### config.mk
export PLATFORM = sky130hd
export DESIGN_NAME = alu_datapath_flat
export DESIGN_NICKNAME = d
export VERILOG_FILES = /design/src/rtl/datapath_pkg.sv /design/src/rtl/alu_datapath_if.sv /design/src/rtl/alu_datapath_register_file.sv /design/src/rtl/alu_datapath.sv /design/src/flat_wrapper.sv
export SDC_FILE = /design/constraint.sdc
export NUM_CORES = 1
export LEC_CHECK = 0
export CAP_MARGIN = 40
export CORE_MARGIN = 2
export CORE_UTILIZATION = 50
export CTS_CLUSTER_SIZE = 40
export DETAILED_ROUTE_END_ITERATION = 8
export GPL_ROUTABILITY_DRIVEN = 0
export GPL_TIMING_DRIVEN = 0
export PLACE_DENSITY = 0.78
export RECOVER_POWER = 50
export REMOVE_ABC_BUFFERS = 1
export SYNTH_ARGS = -nofsm -noshare
export SYNTH_HDL_FRONTEND = slang
export SYNTH_SLANG_ARGS = --single-unit
### constraint.sdc
create_clock -name clk -period 5.38 [get_ports clk]
set_input_delay 1.345 -clock clk [delete_from_list [all_inputs] [get_ports clk]]
set_output_delay 1.345 -clock clk [all_outputs]
set_load 0.005 [all_outputs]
### src/rtl/datapath_pkg.sv
// datapath_pkg: shared machine-code layout and ALU opcodes for the control unit and datapath.
package datapath_pkg;
   localparam int MC_W = 14;
   typedef enum logic [1:0] {ALU_ADD = 2'b00, ALU_SUB, ALU_AND, ALU_OR} alu_op_e;
   typedef struct packed {
      logic       rf_src_sel;
      logic [2:0] raddr1;
      logic [2:0] raddr2;
      logic [2:0] waddr;
      logic       wr_en;
      alu_op_e    alu_op;
      logic       out_load;
   } machine_code_t;
endpackage

### src/rtl/alu_datapath_if.sv
// alu_datapath_if: machine-code bus from the control unit and the datapath's result/flag outputs.
interface alu_datapath_if import datapath_pkg::*; #(parameter int DATA_W = 8);
   machine_code_t     machineCode;
   logic [DATA_W-1:0] outPort;
   logic              zero_flag;
   logic              carry_flag;
   modport master (output machineCode, input outPort, zero_flag, carry_flag);
   modport slave (input machineCode, output outPort, zero_flag, carry_flag);
endinterface

### src/rtl/alu_datapath_register_file.sv
// register_file: 8 x DATA_W registers, two async read ports, one sync write port, R0 reads as zero.
module register_file #(
   parameter int DATA_W   = 8,
   parameter int NUM_REGS = 8
) (
   input  logic              clk,
   input  logic              reset,
   input  logic [2:0]        raddr1,
   input  logic [2:0]        raddr2,
   input  logic [2:0]        waddr,
   input  logic              wr_en,
   input  logic [DATA_W-1:0] wdata,
   output logic [DATA_W-1:0] rdata1,
   output logic [DATA_W-1:0] rdata2
);
   logic [DATA_W-1:0] regs [NUM_REGS];
   always_ff @(posedge clk) begin
      if (!reset)
         for (int i = 0; i < NUM_REGS; i++) regs[i] <= '0;
      else if (wr_en && waddr != 3'd0)
         regs[waddr] <= wdata;
   end
   assign rdata1 = (raddr1 == 3'd0) ? '0 : regs[raddr1];
   assign rdata2 = (raddr2 == 3'd0) ? '0 : regs[raddr2];
endmodule

### src/rtl/alu_datapath.sv
// alu_datapath: register file, 4-op ALU, write-source mux and registered output port.
// Define ALU_FLAGS_EN to build the zero/carry flag registers; otherwise the flags are tied low.
module alu_datapath import datapath_pkg::*; #(
   parameter int DATA_W = 8
) (
   input logic           clk,
   input logic           reset,
   alu_datapath_if.slave bus
);
   machine_code_t     mc;
   logic [DATA_W-1:0] rdata1, rdata2, result, wdata, out_q;
   assign mc = bus.machineCode;
   register_file #(.DATA_W(DATA_W), .NUM_REGS(8)) u_rf (
      .clk    (clk),
      .reset  (reset),
      .raddr1 (mc.raddr1),
      .raddr2 (mc.raddr2),
      .waddr  (mc.waddr),
      .wr_en  (mc.wr_en),
      .wdata  (wdata),
      .rdata1 (rdata1),
      .rdata2 (rdata2)
   );
   always_comb begin
      result = mc.alu_op == ALU_ADD ? rdata1 + rdata2 :
               mc.alu_op == ALU_SUB ? rdata1 - rdata2 :
               mc.alu_op == ALU_AND ? rdata1 & rdata2 : rdata1 | rdata2;
      wdata  = mc.rf_src_sel ? DATA_W'(1) : result;
   end
   always_ff @(posedge clk) begin
      if (!reset)
         out_q <= '0;
      else if (mc.out_load)
         out_q <= rdata1;
   end
   assign bus.outPort = out_q;
`ifdef ALU_FLAGS_EN
   logic [DATA_W:0] sum;
   logic            carry, zero_q, carry_q;
   always_comb begin
      sum   = {1'b0, rdata1} + {1'b0, rdata2};
      carry = mc.alu_op == ALU_ADD ? sum[DATA_W] :
              mc.alu_op == ALU_SUB ? (rdata1 < rdata2) : 1'b0;
   end
   // Only ALU results written to a real register update the flags.
   always_ff @(posedge clk) begin
      if (!reset) begin
         zero_q  <= 1'b0;
         carry_q <= 1'b0;
      end else if (mc.wr_en && mc.waddr != 3'd0 && !mc.rf_src_sel) begin
         zero_q  <= (result == '0);
         carry_q <= carry;
      end
   end
   assign bus.zero_flag  = zero_q;
   assign bus.carry_flag = carry_q;
`else
   assign bus.zero_flag  = 1'b0;
   assign bus.carry_flag = 1'b0;
`endif
endmodule
### src/flat_wrapper.sv
// flat-port wrapper written by rule: the top's interface ports become plain ports
module alu_datapath_flat import datapath_pkg::*;
#(
   parameter int DATA_W = 8
)
  (clk, reset, bus_machineCode, bus_outPort, bus_zero_flag, bus_carry_flag);
  alu_datapath_if #(.DATA_W(DATA_W)) bus_i ();
  input logic clk;
  input logic reset;
  input wire logic [$bits(bus_i.machineCode)-1:0] bus_machineCode;
  output wire logic [$bits(bus_i.outPort)-1:0] bus_outPort;
  output wire logic [$bits(bus_i.zero_flag)-1:0] bus_zero_flag;
  output wire logic [$bits(bus_i.carry_flag)-1:0] bus_carry_flag;
  assign bus_i.machineCode = bus_machineCode;
  assign bus_outPort = bus_i.outPort;
  assign bus_zero_flag = bus_i.zero_flag;
  assign bus_carry_flag = bus_i.carry_flag;
  alu_datapath #(.DATA_W(DATA_W)) u_core (.clk(clk), .reset(reset), .bus(bus_i));
endmodule
# == Word level (Yosys, flattened, before mapping) ==
# Memory sizes are Yosys's and may differ from the RTL's.
# Index checks and enable logic that the tools add are counted.
# totals
reg_bits,8
memories,1
wordCells,27
ramBits,64
input_bits,16
out_inout_bits,10
# classes
bitwise,2
add_sub_neg,2
eq_ne,2
reduce_logical,6
muxes,13
# mem_list
name,words,word_bits,rd,rd_clocked_by_memory_dff,wr,line,rtl
u_core.u_rf.regs,8,8,2,0,8,alu_datapath_register_file.sv:16,logic [DATA_W-1:0] regs [NUM_REGS];
# ops
operator,n
$mux W8,7
$add A8 B8 Y8,1
$and A8 B8 Y8,1
$or A8 B8 Y8,1
$reduce_or A8 Y1,1
$sub A8 B8 Y8,1
$logic_not A3 Y1,2
$mux W1,5
$mux W3,1
$reduce_bool A3 Y1,1
$eq A2 B1 Y1 const B,1
$eq A2 B2 Y1 const B,1
$logic_not A2 Y1,1
$logic_and A1 B1 Y1,1

# == Depth between registers and ports, before layout ==
# depth
depth_word,8
mapped_depth,14
ltp_nobuf,12

# == Cells and area by module ==
# From an unflattened synthesis, not the netlist that was laid out.
# hier_totals
cells_unflattened,408
hier_area_um2,4564.4
# by_module_without_submodules
module,area_per_inst_um2,cells_per_inst,instances,seq_area_each_um2
register_file,3261.9,245,1,1681.6
alu_datapath,1302.5,163,1,160.2

# == Least setup slack after synthesis ==
# OpenSTA, ideal clock, no wires.
# synth_path
path_kind,input -> register
from,input bus_machineCode[10]
to,memory u_core.u_rf.regs[1][6] (data pin)
t_required_ns,5.104
t_arrival_ns,4.194
setup_ns,0.276
path_buffers,2
cell_stages,14
slack_ns,0.910
path_cell_list,buf_2 -> buf_2 -> mux4_2 -> nand2_1 -> o21ai_1 -> inv_1 -> ha_1 -> inv_1 -> fa_1 -> nand3_1 -> a21oi_1 -> o311ai_0 -> mux2i_1 -> a21oi_1
# synth_lines
item,line,rtl
"start, declared",flat_wrapper.sv:10,input wire logic [$bits(bus_i.machineCode)-1:0] bus_machineCode;
"end, declared",alu_datapath_register_file.sv:16,

==> results.yml <==
run_status:
  outcome: "finished clean"
critical_path:
  endpoint_kind: "register"
  critical_path_class: "in -> reg"
  r2r_end: "u_core.u_rf.regs[5][6]$_SDFFCE_PN0P_"
  path_max_fanout: 17
  r2r-start: "u_core.u_rf.regs[6][0]$_SDFFCE_PN0P_"
  r2r_cells: 12
  ff2ff_setup_slack_ns: 1.70
  start_kind: "input port"
  arrival_ns: 5.33
  required_ns: 5.45
clocking:
  path_clk_slew_ns: 0.09
  tritoncts: "done"
  clkLatencyLatePin_ns: 0.35
  clock_sinks: 72
  clockBufferDepth: 2
  cts_setup_buffers: 0
  clockRootBuffer: "clkbuf_8"
  cts_made_buffers: 9
  htree_levels: 3
global_routing:
  track_usage: 0.2342
  grt_pass1_vias: 3850
  antenna_found_initial: 0
  grt_max_degree: 26
  grt_pass1_wl_um: 20090
  grt-ovfl-total: 0
routing:
  vias_per_cell: 6.196
  drt_wl_total_um: 12680
  drc: 0
  drtIter0Drc: 501
  dr.pass1.iters: 5
  ant_nets: 0
  post_drt_wl_per_cell_um: 19.15
  vias: 4102
die:
  start_util: 0.5168
  die_area_um2: 10970
  rows: 36
  die_h_um: 104.7
  die_w_um: 104.7
  io_pins: 26
  core_um2: 9819
synth:
  yosysWarnings: 0
  ys_seq_elements: 72
  syn_avg_cell_area_um2: 9.970
  synth_area_um2: 5075
  synth_cell_types: 59
  netlist_instances: 509
  synth_ff_type: "edfxtp_1"
  ys_seq_area_frac: 0.4103
  synth-edff-count: 64
  async_flop_share: 0
place:
  post-place-ws_ns: -0.3574
  hpwlAfterDp_um: 9760
  port_buffers: 23
sta:
  tightest_slew_ns: 0.9729
  fin_hold_ws_ns: 0.4925
  layout_min_cycle_time_ns: 5.269
  fmax_ghz: 0.1898
  setup_slack_ns: 0.1108
  final.setup_skew_ns: 0.01655
  report.final.slew_viol_count: 0
  period_share: 0.9794
  slew_headroom: 0.3470
  hold_violations: 0
  setup_viol: 0
min_path:
  hold_end: "u_core.bus.outPort[1]$_SDFFE_PN0P_"
  worstHoldStart: "u_core.bus.outPort[1]$_SDFFE_PN0P_"
  min_path_cells: 2
  hold_path_class: "reg -> reg"
cells_and_area:
  final_cell_mix: "nor2_1 (67), edfxtp_1 (64), nand2_1 (45)"
  utilization: 0.5747
  drive_gt1_frac: 0.1210
  nNetsFinal: 565
  mostFrequentLayoutCell: "nor2_1"
  n_fill_cell: 844
  diodes: 0
  area_delta_synth_final_pct: 11.19
job:
  cap_violations: 0
power_and_ir_drop:
  ir_worst_vdd_v: 0.0001252
  p_total_mw: 1.476
  leakage_nw: 2.175
  powerDensity_nw_per_um2: 261.5
[worst max path at each step]
| stage | from | to | cells past startpoint |
|---|---|---|---|
| floorplan | bus_machineCode[7] | u_core.u_rf.regs[1][6]$_SDFFCE_PN0P_ | 11 |
| global placement | bus_machineCode[8] | u_core.u_rf.regs[4][6]$_SDFFCE_PN0P_ | 11 |
| detailed placement | bus_machineCode[8] | u_core.u_rf.regs[5][6]$_SDFFCE_PN0P_ | 13 |
| CTS | bus_machineCode[8] | u_core.u_rf.regs[5][6]$_SDFFCE_PN0P_ | 13 |
| global route | bus_machineCode[10] | u_core.u_rf.regs[4][6]$_SDFFCE_PN0P_ | 14 |
| finish | bus_machineCode[11] | u_core.u_rf.regs[5][6]$_SDFFCE_PN0P_ | 13 |
[through the flow]
stage	std cells	cell area, um2	TNS [ns]
after floorplan	484	4938	0
after detailed placement	646	5418	-3.153
after CTS	662	5628	0
final	662	5643	0
after global placement	640	5335	-17.15
after global routing	662	5643	-0.4412
[repair_timing]
action / 4_1_cts / 5_1_grt
endpoints found under the hold margin: 0 / 0
gates resized for setup: 0 / 4
setup endpoints to repair: 0 / 14
hold buffers: 0 / 0
[metal layers]
layer | track usage | vias to the layer above | wire length [um]
li1 | - | 1897 | -
met1 | 0.3132 | 1972 | 5140
met2 | 0.3975 | 214 | 6303
met3 | 0.03493 | 19 | 1023
met4 | 0.06571 | 0 | 212
met5 | 0 | - | 0
[cell usage after synthesis (all sizes together) (2+ instances only)]
cell,number,share of area
nor2,67,0.050
edfxtp,64,0.38
nand2,45,0.033
inv,30,0.022
o21ai,28,0.028
a21oi,23,0.023
ha,23,0.057
mux2i,20,0.039
buf,19,0.022
mux4,18,0.080
clkbuf,15,0.011
nand3,14,0.014
nor2b,14,0.017
o211ai,11,0.016
or3,9,0.011
a22oi,8,0.012
a31oi,8,0.0099
dfxtp,8,0.032
mux2,8,0.018
nor3,8,0.0079
a221o,7,0.014
nand3b,7,0.013
or2,7,0.0086
or4,7,0.010
a211oi,6,0.0099
nand2b,5,0.0067
a21boi,2,0.0030
and3,2,0.0025
and3b,2,0.0035
fa,2,0.0079
nand4b,2,0.0047
nor4b,2,0.0035
o311ai,2,0.0035
xnor2,2,0.0035
[sequential cells by signal (all words and copies together), names as in the netlist]
name	count
u_core.u_rf.regs	64
u_core.bus.outPort	8
[area by class of cell]
type                       count  area [um2]  area share
multi-input combinational    381        2753      0.4878
sequential                    72        2082      0.3690
timing repair buffer          29       315.3     0.05588
tap                          133       166.4     0.02949
clock buffer                   9       123.9     0.02195
inverter                      31       116.4     0.02062
clock inverter                 7       86.33     0.01530
[critical path, stage by stage]
cell           delay, ns
dlygate4sd3_1       1.08
mux4_2              0.44
nand2_1             0.10
o21ai_1             0.14
inv_1               0.12
ha_1                0.17
inv_1               0.06
fa_1                0.46
nand3_1             0.10
a21oi_1             0.07
o311ai_0            0.52
mux2i_2             0.57
a21oi_1             0.16
[report_power, final]
| part | internal, mW | leakage (nW) | switching (mW) | total (mW) |
|---|---|---|---|---|
| combinational | 0.140 | 1.35 | 0.223 | 0.363 |
| sequential | 0.635 | 0.724 | 0.0134 | 0.649 |
| clock | 0.225 | 0.104 | 0.239 | 0.464 |
| total | 1.00 | 2.18 | 0.475 | 1.48 |
[logic make-up (layout without fill, tap and decap cells)]
logic type / Yosys count / in the layout / share of synthesized area
and+or+nand+nor: 194 / 194 / 0.1901
AOI/OAI and AO/OA: 103 / 103 / 0.1356
DFF: 72 / 72 / 0.4103
buffers and inverters: 65 / 76 / 0.05646
muxes: 46 / 46 / 0.1371
adders and majority gates: 25 / 25 / 0.06460
xor gates and xnor gates: 3 / 3 / 0.005178
other: 1 / 10 / 0.0007389
No activity file was read; power rests on OpenSTA's default activity.
